[config.mk]
export PLATFORM = sky130hd
export DESIGN_NAME = move_clk_gen_flat
export DESIGN_NICKNAME = d
export VERILOG_FILES = /design/src/rtl/move_clk_gen_if.sv /design/src/rtl/move_clk_gen.sv /design/src/flat_wrapper.sv
export SDC_FILE = /design/constraint.sdc
export NUM_CORES = 1
export LEC_CHECK = 0
export ABC_CLOCK_PERIOD_IN_PS = 2400
export CAP_MARGIN = 10
export CELL_PAD_IN_SITES_DETAIL_PLACEMENT = 0
export CELL_PAD_IN_SITES_GLOBAL_PLACEMENT = 2
export CORE_ASPECT_RATIO = 1.2
export CORE_MARGIN = 5
export CORE_UTILIZATION = 37
export DETAILED_ROUTE_END_ITERATION = 8
export GPL_TIMING_DRIVEN = 0
export PLACE_DENSITY_LB_ADDON = 0.1
export SLEW_MARGIN = 30
export SYNTH_ARGS = -nofsm -noshare
export SYNTH_HDL_FRONTEND = slang
export SYNTH_SLANG_ARGS = --single-unit
[constraint.sdc]
create_clock -name clk -period 2.4 [get_ports clk]
set_clock_uncertainty 0.05 [all_clocks]
set_input_delay 0.48 -clock clk [delete_from_list [all_inputs] [get_ports clk]]
set_output_delay 0.48 -clock clk [all_outputs]
set_load 0.01 [all_outputs]
[src/rtl/move_clk_gen_if.sv]
// Control/status bundle for move_clk_gen: cabin control inputs in, move clock and FSM status out.
interface move_clk_gen_if #(
  parameter int NUM_BUTTONS = 3
);
  logic [NUM_BUTTONS-1:0] call_btn;
  logic                   enable;
  logic                   moving;
  logic                   approach;
  logic                   sos_mode;
  logic                   weight_limit_exceeded;
  logic                   move_clk;
  logic                   move_tick;
  logic [1:0]             state;
  logic                   halted;

  modport master (
    output call_btn, enable, moving, approach, sos_mode, weight_limit_exceeded,
    input  move_clk, move_tick, state, halted
  );

  modport slave (
    input  call_btn, enable, moving, approach, sos_mode, weight_limit_exceeded,
    output move_clk, move_tick, state, halted
  );
endinterface

[src/rtl/move_clk_gen.sv]
// Elevator movement clock: square wave with selectable half-period, held on halt,
// phase-restarted by a call-button press while the cabin is stationary.
module move_clk_gen #(
  parameter int MOVE_TIME   = 10,
  parameter int SLOW_TIME   = 20,
  parameter int NUM_BUTTONS = 3,
  parameter int CNT_W       = 26
) (
  input  logic           clk,
  input  logic           rst_n,
  move_clk_gen_if.slave  bus
);
  typedef enum logic [1:0] {IDLE = 2'd0, RUN = 2'd1, HOLD = 2'd2} state_t;

  state_t                 st;
  logic [CNT_W-1:0]       cnt;
  logic [NUM_BUTTONS-1:0] btn_prev;
  logic                   mclk_q;
  logic                   tick_q;
  logic                   halted_q;

  logic             press;
  logic             halt;
  logic [CNT_W-1:0] limit;

  // Any high-to-low edge on the active-low buttons counts as a single press.
  assign press = |(btn_prev & ~bus.call_btn);
  assign halt  = bus.sos_mode | bus.weight_limit_exceeded;
  assign limit = bus.approach ? CNT_W'(SLOW_TIME) : CNT_W'(MOVE_TIME);

  always_ff @(posedge clk or negedge rst_n) begin
    if (!rst_n) begin
      st       <= IDLE;
      cnt      <= '0;
      btn_prev <= '1;
      mclk_q   <= 1'b0;
      tick_q   <= 1'b0;
      halted_q <= 1'b0;
    end else begin
      btn_prev <= bus.call_btn;
      if (!bus.enable) begin
        st       <= IDLE;
        cnt      <= '0;
        mclk_q   <= 1'b0;
        tick_q   <= 1'b0;
        halted_q <= 1'b0;
      end else if (halt) begin
        // cnt and move_clk freeze so RUN resumes mid-period.
        st       <= HOLD;
        tick_q   <= 1'b0;
        halted_q <= 1'b1;
      end else begin
        st       <= RUN;
        halted_q <= 1'b0;
        if (press && !bus.moving) begin
          cnt    <= '0;
          mclk_q <= 1'b0;
          tick_q <= 1'b0;
        end else if (cnt >= limit) begin
          // >= lets a shortened limit take effect at once instead of wrapping.
          cnt    <= '0;
          mclk_q <= ~mclk_q;
          tick_q <= 1'b1;
        end else begin
          cnt    <= cnt + 1'b1;
          tick_q <= 1'b0;
        end
      end
    end
  end

  assign bus.move_clk  = mclk_q;
  assign bus.move_tick = tick_q;
  assign bus.state     = st;
  assign bus.halted    = halted_q;
endmodule

[src/flat_wrapper.sv]
// flat-port wrapper written by rule: the top's interface ports become plain ports
module move_clk_gen_flat 
#(
  parameter int MOVE_TIME   = 10,
  parameter int SLOW_TIME   = 20,
  parameter int NUM_BUTTONS = 3,
  parameter int CNT_W       = 26
)
  (clk, rst_n, bus_call_btn, bus_enable, bus_moving, bus_approach, bus_sos_mode, bus_weight_limit_exceeded, bus_move_clk, bus_move_tick, bus_state, bus_halted);
  move_clk_gen_if #(.NUM_BUTTONS(NUM_BUTTONS)) bus_i ();
  input  logic clk;
  input  logic rst_n;
  input wire logic [$bits(bus_i.call_btn)-1:0] bus_call_btn;
  input wire logic [$bits(bus_i.enable)-1:0] bus_enable;
  input wire logic [$bits(bus_i.moving)-1:0] bus_moving;
  input wire logic [$bits(bus_i.approach)-1:0] bus_approach;
  input wire logic [$bits(bus_i.sos_mode)-1:0] bus_sos_mode;
  input wire logic [$bits(bus_i.weight_limit_exceeded)-1:0] bus_weight_limit_exceeded;
  output wire logic [$bits(bus_i.move_clk)-1:0] bus_move_clk;
  output wire logic [$bits(bus_i.move_tick)-1:0] bus_move_tick;
  output wire logic [$bits(bus_i.state)-1:0] bus_state;
  output wire logic [$bits(bus_i.halted)-1:0] bus_halted;
  assign bus_i.call_btn = bus_call_btn;
  assign bus_i.enable = bus_enable;
  assign bus_i.moving = bus_moving;
  assign bus_i.approach = bus_approach;
  assign bus_i.sos_mode = bus_sos_mode;
  assign bus_i.weight_limit_exceeded = bus_weight_limit_exceeded;
  assign bus_move_clk = bus_i.move_clk;
  assign bus_move_tick = bus_i.move_tick;
  assign bus_state = bus_i.state;
  assign bus_halted = bus_i.halted;
  move_clk_gen #(.MOVE_TIME(MOVE_TIME), .SLOW_TIME(SLOW_TIME), .NUM_BUTTONS(NUM_BUTTONS), .CNT_W(CNT_W)) u_core (.clk(clk), .rst_n(rst_n), .bus(bus_i));
endmodule
Yosys cells after proc, flatten, opt, wreduce, memory -nomap -nowiden:

Cells that the tools add are included.

* register bits after elaboration: 34
* bits of input ports: 10
* output and inout port bits: 5
* word-level logic and storage cells: 35

* $add $sub $neg: 1
* $lt $le $gt $ge: 1
* equality and inequality tests: 2
* muxes and demuxes: 17
* bitwise operators: 4
* reduce and logical (&&, ||, !) cells: 4

Operators by type and width (number)
* $mux 26: 4
* $add 26x1->26 const B: 1
* $ge 26x26->1: 1
* $mux 1: 10
* $mux 5: 1
* $mux 2: 2
* $and 3x3->3: 1
* $ne 3x1->1 const B: 1
* $not 3->3: 1
* $reduce_or 3->1: 1
* $ne 2x2->1 const B: 1
* $reduce_and 2->1: 1
* $logic_and 1x1->1: 1
* $logic_not 1->1: 1
* $not 1->1: 1
* $or 1x1->1: 1

Longest topological paths before layout:

Gate-level depths: netlist of the first run.

* depth in word-level cells: 7
* gate-level depth with buffers: 8
* gate-level depth less buffers: 7

Worst setup path after synthesis of the first run:

OpenSTA, ideal clock, no wires.

* path kind: in2reg
* start point: input port bus_weight_limit_exceeded
* end point: register u_core.cnt[20]
* library setup time: 0.075 ns
* arrival: 1.960 ns
* required time: 2.275 ns
* slack: 0.314 ns
* stages: 5
* path buffers: 0
* cell sequence: o21ai_2 > inv_1 > or4b_4 > or4_4 > a21oi_2

* longest elaborated chain between the ends: 2

RTL lines
* start, declared: line flat_wrapper.sv:18 `input wire logic [$bits(bus_i.weight_limit_exceeded)-1:0] bus_weight_limit_exceeded;`
* $or 1x1->1: line move_clk_gen.sv:28 `assign halt = bus.sos_mode | bus.weight_limit_exceeded;`
* $ne 2x2->1 (no line)
* end signal, assigned: line move_clk_gen.sv:65 `cnt <= cnt + 1'b1;`
* end, declared: line move_clk_gen.sv:16 `logic [CNT_W-1:0] cnt;`

Every way passes these cells.
A chain may end at the register's enable or synchronous reset.

Worst setup path after layout of the first run:

* start point: input port bus_sos_mode
* end point: register u_core.cnt[20]

* longest elaborated chain between the ends: 2

RTL lines
* start, declared: line flat_wrapper.sv:17 `input wire logic [$bits(bus_i.sos_mode)-1:0] bus_sos_mode;`
* $or 1x1->1: line move_clk_gen.sv:28
* $ne 2x2->1 (no line)

Every way passes these cells.

==> results.tsv, run 1 <==
metric	value	unit
initial_utilization	37.5	%
finalSetupTns	0	ps
syn-cell-area	1700	sq um
clk_latency	280	ps
critPathSlowestCell	or4b_4	
relSlewSlack	57.2	%
antenna_found_initial	0	
synth_area_leaders	dfrtp_1 (44%), nor2_1 (5.1%), dfstp_2 (4.6%), ha_1 (3.7%), xnor2_1 (3.1%)	
final_max_slew_viol_count	0	
min_period	2300	ps
drt_iter0_drc	70	
grt_pass1_vias	1394	
grt.overflow.total	0	
ios	15	
synthCells	166	
status	completed	
ff_latch_area	830	sq um
setup_viol	0	
peakVddDrop	0.319	mV
ant_nets	0	
die_h	84.2	um
worstPathRequired	2560	ps
hold_violations	0	
fp.dieW	71.9	um
portBuffers	14	
core_area	4530	sq um
via_count	1348	
cp-start-kind	input pin	
cts_hold_buf	0	
drc_errors	0	
tightest_slew	637	ps
rr_endpoint	u_core.cnt[20]	
drt_wl_total	3800	um
fmax	435	MHz
hold_path_class	input pin to asynchronous set/reset pin	
grt_pass1_wl	6740	um
syn_avg_cell_area	10.2	sq um
cts_tree	yes	
multi_input_area	810	sq um
power.density	516	nW/um^2
yosys_warnings	0	
crit_path_cell_trace	clkdlybuf4s50_1 > o21ai_2 > inv_1 > or4b_4 > or4_4 > a21oi_2	
clkSinkCount	33	
layout_commonest_cell	dfrtp_1	
crit_fanout	5	
worstSetupPathType	input pin to flip-flop	
arrival	2460	ps
rows	27	
synthDistinctLibCells	37	
drv_cap	0	
rsz0062_at_grt	no	
ys_seq_area_share	48.8	%
p_leak	0.889	nW
finish.utilization	46.3	%
final_layout_size_suffix_gt1_share	16.9	%
drt-vias-per-instance	5.33	
synth_largest_area_cell	dfrtp_1	
place_hpwl	2770	um
grt_util_all_layers	14.3	%
n_fill_cell	471	
htree_levels	2	
ys_seq_elements	33	
clockBufferDepth	2	
layout_common_cells	dfrtp_1 (30), nor2_1 (23), clkdlybuf4s50_1 (12)	
crit_path_end_kind	flip-flop	
max_stage_delay	590	ps
die_area	6050	sq um
synth_top_area_share	44.2	%
fin_crit_sh	95.8	%
area_growth	23.3	%
rr_worst_depth	4	
wire_per_inst	15.0	um
first_pass_iters	4	
cts_root_buffer	clkbuf_8	
syn_nets	181	
diodes	0	
rr_startpoint	u_core.cnt[7]	
nets	209	
rrSetupSlack	340	ps
grt_max_degree	25	
cts_buffers	5	
place_congestion	0.759	
path_clk_slew	70	ps
-- power breakdown --
part           total [mW]  internal, mW  leakage (nW)  switching (mW)
combinational       0.114        0.0542         0.402          0.0595
clock               0.396         0.206        0.0395           0.190
sequential          0.572         0.566         0.448         0.00621
-- critical path: cells and delay by family --
kind / cells / cell delay, ps
and+or+nand+nor: 2 / 1150
AOI/OAI and AO/OA: 2 / 300
buffers and inverters: 2 / 530
-- layout make-up --
type / count / share of cell area, %
tap: 58 / 3.46
sequential: 33 / 39.6
clock buffer: 8 / 3.82
multi-input combinational: 117 / 38.6
inverter: 12 / 2.15
buffer: 4 / 1.97
timing repair buffer: 21 / 10.3
-- synthesized netlist by cell type --
cell / count
nor3_1: 1
and4b_1: 1
a21oi_2: 2
nand3_1: 6
xor2_1: 6
xnor2_1: 6
dfrtp_1: 30
a41oi_1: 4
nor4_4: 1
buf_6: 3
ha_1: 5
and2_1: 4
nand2_1: 10
a21oi_1: 5
a31oi_1: 3
o21ai_2: 1
a311oi_1: 1
a22oi_1: 1
nand2b_1: 2
nor2_1: 23
o21ai_0: 3
or4b_4: 1
nor4_1: 8
dfstp_2: 3
a31oi_4: 1
o22ai_1: 4
or4_4: 2
nand4_2: 1
and4_1: 2
o211a_1: 1
buf_4: 1
or3_1: 2
inv_1: 12
and3b_1: 1
nor3b_1: 1
nand4_1: 7
and3_1: 1
-- timing repair --
| item | 4_1_cts | 5_1_grt |
|---|---|---|
| gates resized for setup | 1 | 6 |
| setup buffers | 3 | 2 |
| endpoints found under the setup margin | 17 | 25 |
| pin swaps | 2 | 5 |
| cloned | 1 | 0 |
-- flip-flops by register name, summed over array words and instances, names as in the netlist --
| name | flops |
|---|---|
| u_core.bus.move_clk | 1 |
| u_core.bus.halted | 1 |
| u_core.bus.move_tick | 1 |
| u_core.cnt | 26 |
| u_core.bus.state | 1 |
| u_core.btn_prev | 3 |
-- routing by layer --
layer  wire length (um)  GRT usage, %  up-vias  share of wire (%)
met5                  0             0        -                  0
met4                 62          5.47        0                1.6
met3                158          4.43        5                4.2
met2               1950          23.7       23                 51
met1               1620          17.2      665                 43
li1                   -             -      655                  -
-- stage by stage --
step	area, sq um	power (mW)	std cells	hold slack (ps)	setup slack [ps]
2_1_floorplan	1700	0.632	166	134	314
3_3_place_gp	1910	0.678	238	420	-465
3_5_place_dp	1930	0.685	239	315	-464
4_1_cts	2060	1.09	251	7.97	14.2
5_1_grt	2090	1.14	253	13.7	49.7
6_report	2090	1.08	253	9.72	100
-- cells by family (layout without fill, tap and decap cells) --
group                      count (synthesis)  in the layout  share of synthesized area [%]
AOI/OAI and AO/OA                         26             26                           11.3
xor gates and xnor gates                  12             12                           6.19
adders and majority gates                  5              5                           3.68
buffers and inverters                     16             45                           5.08
DFF                                       33             33                           48.8
and+or+nand+nor                           74             74                           24.9
-- how the worst max path moves through the flow --
stage / start / endpoint / slack, ps / depth (start not counted)
2_1_floorplan: bus_weight_limit_exceeded / u_core.cnt[20] / 310 / 5
3_3_place_gp: bus_weight_limit_exceeded / u_core.cnt[15] / -460 / 7
3_5_place_dp: bus_approach / u_core.cnt[13] / -460 / 9
4_1_cts: bus_weight_limit_exceeded / u_core.cnt[20] / 10 / 6
5_1_grt: bus_sos_mode / u_core.cnt[20] / 50 / 6
6_report: bus_sos_mode / u_core.cnt[20] / 100 / 6
No activity file was read; power rests on OpenSTA's default activity.
==> inputs of run 2 (changes only) <==
Settings changed: CORE_UTILIZATION 37 to 38, CTS_BUF_LIST set to sky130_fd_sc_hd__clkbuf_4.
==> results.tsv, run 2 (same netlist as run 1, synthesis figures left out) <==
metric	value	unit	change
status	completed		
relSlewSlack	61.4	%	+4.2 points
htree_levels	2		unchanged
worstPathRequired	2620	ps	+60 ps
cts_hold_buf	0		unchanged
initial_utilization	39.6	%	+2.0 points
cp-start-kind	input pin		
rr_worst_depth	4		unchanged
clockBufferDepth	2		unchanged
via_count	1338		-0.74%
setup_ws	46.6	ps	-53.6 ps
tightest_slew	575	ps	-62.6 ps
max_stage_delay	600	ps	about the same
worstSetupPathType	input pin to flip-flop		
place_hpwl	2770	um	+0.14%
layout_commonest_cell	dfrtp_1		
final_layout_size_suffix_gt1_share	17.5	%	+0.60 points
arrival	2570	ps	+110 ps
cts_root_buffer	clkbuf_4		
path_clk_slew	100	ps	+30 ps
clk_latency	330	ps	+50 ps
drc_errors	0		unchanged
grt.overflow.total	0		unchanged
final_max_slew_viol_count	0		unchanged
area_growth	21.6	%	
drt_wl_total	3730	um	-1.8%
first_pass_iters	4		unchanged
rows	26		-3.7%
wire_per_inst	14.9	um	-0.67%
crit_fanout	5		unchanged
setup_viol	0		unchanged
grt_pass1_wl	6440	um	-4.5%
core_area	4290	sq um	-5.1%
dp_slack	-443	ps	+21.3 ps
fin_crit_sh	98.1	%	+2.2 points
crit_path_cell_trace	clkdlybuf4s50_1 > o21ai_4 > inv_1 > or4b_4 > or4_4 > a21oi_2		
min_period	2350	ps	+53.6 ps
grt_util_all_layers	13.5	%	-0.78 points
ios	15		unchanged
p_leak	0.874	nW	-1.7%
power.density	493	nW/um^2	-4.6%
finish.utilization	48.1	%	+1.8 points
peakVddDrop	0.280	mV	-12%
top_register	u_core.cnt		
clkSinkCount	33		unchanged
drt_iter0_drc	39		-44%
ant_nets	0		unchanged
rsz0062_at_grt	no		
layout_common_cells	dfrtp_1 (30), nor2_1 (23), clkdlybuf4s50_1 (13)		
diodes	0		unchanged
crit_path_end_kind	flip-flop		
fp.dieW	71.0	um	-1.1%
die_h	83.3	um	-1.2%
top_regs	u_core.cnt: 26 flops, u_core.btn_prev: 3 flops		
drt-vias-per-instance	5.35		+0.45%
grt_max_degree	21		-16%
nets	208		-0.48%
portBuffers	14		unchanged
die_area	5910	sq um	-2.3%
place_congestion	0.768		+1.2%
fmax	425	MHz	-2.3%
drv_cap	0		unchanged
fin_hold_ws	5.22	ps	-4.50 ps
critPathSlowestCell	or4b_4		
hold_path_class	input pin to asynchronous set/reset pin		
antenna_found_initial	0		unchanged
cts_tree	yes		
finalSetupTns	0	ps	unchanged
largest_register_ffs	26		unchanged
grt_pass1_vias	1377		-1.2%
hold_violations	0		unchanged
cts_buffers	5		unchanged
[run 2: final cells by class]
| type | count | area [sq um] |
|---|---|---|
| Inverter | 12 | 45.0 |
| Clock buffer | 8 | 60.1 |
| Fill cell | 445 | 2230 |
| Buffer | 4 | 41.3 |
| Tap cell | 56 | 70.1 |
| Sequential cell | 33 | 830 |
| Multi-Input combinational cell | 117 | 810 |
| Timing Repair Buffer | 20 | 210 |
[run 2: worst paths after layout]
path | slack, ps | endpoint | from
max | 50 | u_core.cnt[20] | bus_weight_limit_exceeded
min | 5 | u_core.cnt[20] | rst_n
max reg2reg | 340 | u_core.cnt[20] | u_core.cnt[7]
min reg2reg | 470 | u_core.cnt[25] | u_core.cnt[25]
max in group asynchronous | 1790 | u_core.btn_prev[1] | rst_n
min in group clk | 470 | u_core.cnt[25] | u_core.cnt[25]
[run 2: routing by layer]
layer | track usage (%) | vias up | wire [um] | share of wire, %
met4 | 4.10 | 0 | 44 | 1.2
met3 | 4.11 | 5 | 164 | 4.4
li1 | - | 650 | - | -
met5 | 0 | - | 0 | 0
met1 | 15.5 | 655 | 1570 | 42
met2 | 23.8 | 28 | 1940 | 52
[run 2: repair_timing]
action	CTS	global route
gates resized for setup	0	3
endpoints found under the setup margin	15	18
pin swaps	1	3
buffers inserted	3	1
gates cloned	0	1
[run 2: worst max-delay path, delay by kind of cell]
family / cells / cell delay (ps)
AO/OA/AOI/OAI: 2 / 350
buffers and inverters: 2 / 580
AND/OR/NAND/NOR: 2 / 1160
[run 2: metrics by stage]
| step | cells | power, mW | instance area [sq um] |
|---|---|---|---|
| 2_1_floorplan | 166 | 0.632 | 1700 |
| 3_3_place_gp | 236 | 0.678 | 1910 |
| 3_5_place_dp | 237 | 0.686 | 1940 |
| 4_1_cts | 248 | 1.02 | 2020 |
| 5_1_grt | 250 | 1.08 | 2070 |
| 6_report | 250 | 1.02 | 2070 |
[run 2: where the power goes]
group	internal [mW]	switching (mW)
clock	0.151	0.183
sequential	0.565	0.00596
combinational	0.0543	0.0585
total	0.770	0.247
==> RTL change 1, RTL diff (flow settings as in run 2) <==
`CNT_W` is set to 26 in 2 places; all go to 30.
--- a/src/rtl/move_clk_gen.sv
+++ b/src/rtl/move_clk_gen.sv
@@ -4,7 +4,7 @@
   parameter int MOVE_TIME   = 10,
   parameter int SLOW_TIME   = 20,
   parameter int NUM_BUTTONS = 3,
-  parameter int CNT_W       = 26
+  parameter int CNT_W       = 30
 ) (
   input  logic           clk,
   input  logic           rst_n,
--- a/src/flat_wrapper.sv
+++ b/src/flat_wrapper.sv
@@ -4,7 +4,7 @@
   parameter int MOVE_TIME   = 10,
   parameter int SLOW_TIME   = 20,
   parameter int NUM_BUTTONS = 3,
-  parameter int CNT_W       = 26
+  parameter int CNT_W       = 30
 )
   (clk, rst_n, bus_call_btn, bus_enable, bus_moving, bus_approach, bus_sos_mode, bus_weight_limit_exceeded, bus_move_clk, bus_move_tick, bus_state, bus_halted);
   move_clk_gen_if #(.NUM_BUTTONS(NUM_BUTTONS)) bus_i ();
Formal check against the unedited RTL: same outputs for any inputs over 10 cycles, from zero or initial values and one cycle with rst_n low; that may be too few to reach the edited logic, so the function may still have changed.
==> RTL change 1 against run 2 <==
Power rose by 4.3%. First-iteration DRC count rose by 41%. Wire length is 1.8% lower. Final cell count rose by 2.4%. Design area increased by 2.2%. Setup slack improved by 0.24 ns. Critical endpoint is now u_core.cnt[7]. Sequential power grew 11%. Synthesized area grew 7.0%. Fmax grew 11%. Sequential cell count grew 4. Via count is 1.2% lower.
==> RTL change 1: results (changes against run 2) <==
| Metric | Value |
|---|---|
| Final hold violations | `0 (unchanged)` |
| Hold buffer count at cts | `1 (+1)` |
| Worst slack at placement | `-0.1296 ns (+0.3133 ns)` |
| Setup fix buffers added after clock tree synthesis | `0 (-3)` |
| Slew @ Worst Pin | `0.3557 ns (-0.2190 ns)` |
| Post-layout net count | `212 (+1.9%)` |
| Post-synthesis net count | `189 (+4.4%)` |
| Leak Pwr | `0.9589 nW (+9.7%)` |
| Switching share of power | `0.2504 (+0.007290)` |
| Reg2Reg Launch Point | `u_core.cnt[4]` |
| Number of placed instances with taps included | `247 (+4.2%)` |
| Delay of the slowest critical-path stage | `0.48 ns (-0.12 ns)` |
| First-pass GRT wire length | `6575 um (+2.1%)` |
| Top fanout value on the critical path | `10 (+5)` |
| Largest registers | `u_core.cnt (30), u_core.btn_prev (3)` |
| Launch point of the worst path | `bus_approach` |
| Routed len/inst | `14.29 um (-4.1%)` |
| Final HPWL from detailed placement | `2712 um (-2.2%)` |
| Arrival @ worst endpoint | `2.33 ns (-0.24 ns)` |
| Layout cells sized above 1 | `0.1465 (-0.02879)` |
| Slowest cell on the critical path | `sky130_fd_sc_hd__clkdlybuf4s50_1` |
| Vias after detailed routing | `1,322 (-1.2%)` |
| VDD IR max | `0.0002540 V (-9.4%)` |
| Post-Syn Area per Cell | `10.45 um2 (+2.1%)` |
| Top area cells in the synthesized netlist | `sky130_fd_sc_hd__dfrtp_1 47%, sky130_fd_sc_hd__nor2_1 6.6%, sky130_fd_sc_hd__xor2_1 5.8%, sky130_fd_sc_hd__dfstp_2 4.3%, sky130_fd_sc_hd__ha_1 3.4%` |
| Outcome | `finished, final reports clean` |
| Maximum number of pins on one net before global-route repair | `28 (+33%)` |
| Overall routing resource usage | `0.1347 (-0.0005502)` |
| Final GP Congestion | `0.7572 (-1.4%)` |
| Commonest cells in the synthesized netlist | `34 x sky130_fd_sc_hd__dfrtp_1, 32 x sky130_fd_sc_hd__nor2_1, 12 x sky130_fd_sc_hd__xor2_1, 8 x sky130_fd_sc_hd__nand2_1` |
| Cell area after placement | `2046 um2 (+5.6%)` |
| Portion of the post-synthesis area used by sequential elements | `0.5114 (+0.02314)` |
| Pre-antenna DRT Iters | `4 (unchanged)` |
| Via count of the first global-routing pass | `1,405 (+2.0%)` |
| Finished Layout Cells | `256 (+2.4%)` |
| 1st-iter DRT viols | `55 (+41%)` |
| Worst reg2reg path depth | `7 (+3)` |
| Clk slew on worst S/H paths | `0.12 ns (+0.02 ns)` |
| Number of antenna repair diodes | `0 (unchanged)` |
## RTL change 1: cell count changes in the layout (fill, tap and decap cells not counted), moves of 3 or more
cell | run 2 | this run
sky130_fd_sc_hd__nor2_1 | 23 | 32
sky130_fd_sc_hd__dfrtp_1 | 30 | 34
sky130_fd_sc_hd__o22ai_1 | 4 | 0
sky130_fd_sc_hd__buf_4 | 4 | 1
sky130_fd_sc_hd__nor2_2 | 0 | 3
sky130_fd_sc_hd__xor2_1 | 6 | 12
sky130_fd_sc_hd__inv_1 | 12 | 5
sky130_fd_sc_hd__nor4_2 | 3 | 0
## RTL change 1: per-layer routing
layer,global-route usage,up-vias,wire (um)
met1,0.1756,633,1702
met2,0.2124,28,1723
met4,0.04530,0,59
met3,0.03869,6,172
li1,-,655,-
met5,0,-,0
## RTL change 1: final timing paths
path	to	slack [ns]
max	u_core.cnt[7]	0.29
min	u_core.cnt[8]	0.49
max reg2reg	u_core.cnt[7]	0.54
min reg2reg	u_core.cnt[28]	0.49
max in group asynchronous	u_core.btn_prev[2]	1.29
min in group clk	u_core.cnt[28]	0.49
## RTL change 1: power groups by stage
| stage | clock network [W] | logic (W) | registers (W) |
|---|---|---|---|
| 2_1_floorplan | 0 | 0.0000431 | 0.000648 |
| 3_3_place_gp | 0 | 0.0000901 | 0.000648 |
| 3_5_place_dp | 0 | 0.0000955 | 0.000648 |
| 4_1_cts | 0.000345 | 0.0000966 | 0.000636 |
| 5_1_grt | 0.000373 | 0.000106 | 0.000637 |
| 6_report | 0.000333 | 0.0000926 | 0.000636 |
## RTL change 1: logic make-up after synthesis
| logic type | count (synthesis) | synth area share |
|---|---|---|
| XOR/XNOR | 16 | 0.07708 |
| AND/OR/NAND/NOR | 86 | 0.2595 |
| flip-flops | 37 | 0.5114 |
| adder cells (fa/ha/maj) | 5 | 0.03441 |
| buffers and inverters | 10 | 0.03304 |
| AO/OA/AOI/OAI | 20 | 0.08466 |
## RTL change 1: through the flow
stage | setup TNS (ns) | hold WS (ns)
after global routing | 0 | 0.4806
after global placement | -3.813 | 0.4521
after CTS | 0 | 0.4870
after floorplan | 0 | 0.1344
after detailed placement | -1.981 | 0.3340
final | 0 | 0.4861
## RTL change 1: critical path, delay by kind of cell
| kind | cells | cell delay (ns) |
|---|---|---|
| AO/OA/AOI/OAI | 2 | 0.54 |
| adder cells (fa/ha/maj) | 1 | 0.29 |
| AND/OR/NAND/NOR | 3 | 0.27 |
| buffers and inverters | 3 | 0.75 |
## RTL change 1: cell type report
class / instances / area [um2]
Multi-Input combinational cell: 127 / 828.3
Buffer: 4 / 35.03
Tap cell: 58 / 72.57
Inverter: 6 / 25.02
Timing Repair Buffer: 16 / 165.2
Sequential cell: 37 / 929.6
Clock inverter: 2 / 10.01
Clock buffer: 6 / 45.04
Fill cell: 452 / 2517
==> RTL change 2, RTL diff (config.mk and constraints of run 2) <==
Made on the original files. Reset style: synchronous (`rst_n`), changed in one clocked block.
--- a/src/rtl/move_clk_gen.sv
+++ b/src/rtl/move_clk_gen.sv
@@ -28,7 +28,7 @@
   assign halt  = bus.sos_mode | bus.weight_limit_exceeded;
   assign limit = bus.approach ? CNT_W'(SLOW_TIME) : CNT_W'(MOVE_TIME);
 
-  always_ff @(posedge clk or negedge rst_n) begin
+  always_ff @(posedge clk) begin
     if (!rst_n) begin
       st       <= IDLE;
       cnt      <= '0;
Check against the original RTL: differs if rst_n is asserted again (counterexample within 4 cycles, from zero or initial values and one cycle with rst_n low); with rst_n held inactive, the same outputs for 10 cycles.
==> RTL change 2 against run 2 <==
Wire length down 29%. Setup slack gained 0.085 ns. Sequential share of layout area up 1.9 points. Critical path depth grew 3. Largest cell class unchanged. Global-route usage fell by 0.75 points. Final cell count shrank 23%. Sequential cell count is the same. Synthesized cell count is 19% lower. Synthesized area is 23% lower. Design area shrank 24%. Hold slack improved by 0.41 ns.
Power is not compared: it rests on default switching activity, and its combinational part moved more than twofold at a synthesized area within 25%.
==> RTL change 2: results (changes against run 2) <==
| Metric | Value |
|---|---|
| Detailed route wirelength on metal3 | `103 um (-37%)` |
| Total routed wire length on the met1 layer | `1140 um (-27%)` |
| Commonest cells in the synthesized netlist | `33 x sky130_fd_sc_hd__dfxtp_1, 17 x sky130_fd_sc_hd__nor2_1, 10 x sky130_fd_sc_hd__and2_1, 8 x sky130_fd_sc_hd__nand2_1, 7 x sky130_fd_sc_hd__nand2b_1` |
| Yosys cell types | `33 (-11%)` |
| Outcome | `finished, final reports clean` |
| Compound-Gate Fraction of Synth Area | `0.06584 (-0.04756)` |
| Layout cells sized above 1 | `0.1026 (-0.07269)` |
| Final GP Congestion | `0.7350 (-4.3%)` |
| Routed wl met2 | `1363 um (-30%)` |
| Arrival @ worst endpoint | `2.49 ns (-0.08 ns)` |
| Post-layout net count | `170 (-18%)` |
| First-pass GRT wire length | `4602 um (-29%)` |
| Post-synthesis net count | `149 (-18%)` |
| Reg2Reg Launch Point | `u_core.cnt[22]` |
| Worst reg2reg path depth | `5 (+1)` |
| Launch point of the worst path | `bus_approach` |
| Routed len/inst | `13.72 um (-8.0%)` |
| 1st-iter DRT viols | `20 (-49%)` |
| Post-Syn Area per Cell | `9.786 um2 (-4.4%)` |
| Post-Synth XOR/XNOR Area | `0.05344 (-0.008421)` |
| Via count of the first global-routing pass | `1,046 (-24%)` |
| Top area cells in the synthesized netlist | `sky130_fd_sc_hd__dfxtp_1 50%, sky130_fd_sc_hd__nor2_1 4.9%, sky130_fd_sc_hd__and2_1 4.8%, sky130_fd_sc_hd__ha_1 4.8%, sky130_fd_sc_hd__nand2b_1 3.3%` |
| Finished Layout Cells | `193 (-23%)` |
| Top fanout value on the critical path | `10 (+5)` |
| Slowest cell on the critical path | `sky130_fd_sc_hd__clkdlybuf4s50_1` |
| Worst setup endpoint | `u_core.cnt[20]` |
==> RTL change 2: changes by cell type in the layout (fill, tap and decap cells not counted), moves of 4 or more <==
| cell | delta |
|---|---|
| sky130_fd_sc_hd__dfxtp_1 | +33 |
| sky130_fd_sc_hd__dfrtp_1 | -30 |
| sky130_fd_sc_hd__and2_1 | +6 |
| sky130_fd_sc_hd__o22ai_1 | -4 |
| sky130_fd_sc_hd__nor2_1 | -7 |
| sky130_fd_sc_hd__nand2b_1 | +5 |
| sky130_fd_sc_hd__inv_1 | -9 |
| sky130_fd_sc_hd__nand3_1 | -5 |
==> RTL change 2: timing repair <==
item / 4_1_cts / 5_1_grt
endpoints found under the setup margin: 0 / 10
resized for setup: 0 / 5
hold endpoints to repair: 0 / 0
==> RTL change 2: final cells by class <==
class	count	share of cell area
inverter	3	0.007171
buffer	4	0.01673
sequential	33	0.4207
timing repair buffer	14	0.08924
clock inverter	3	0.01116
tap	37	0.02948
multi-input combinational	94	0.4016
clock buffer	5	0.02390
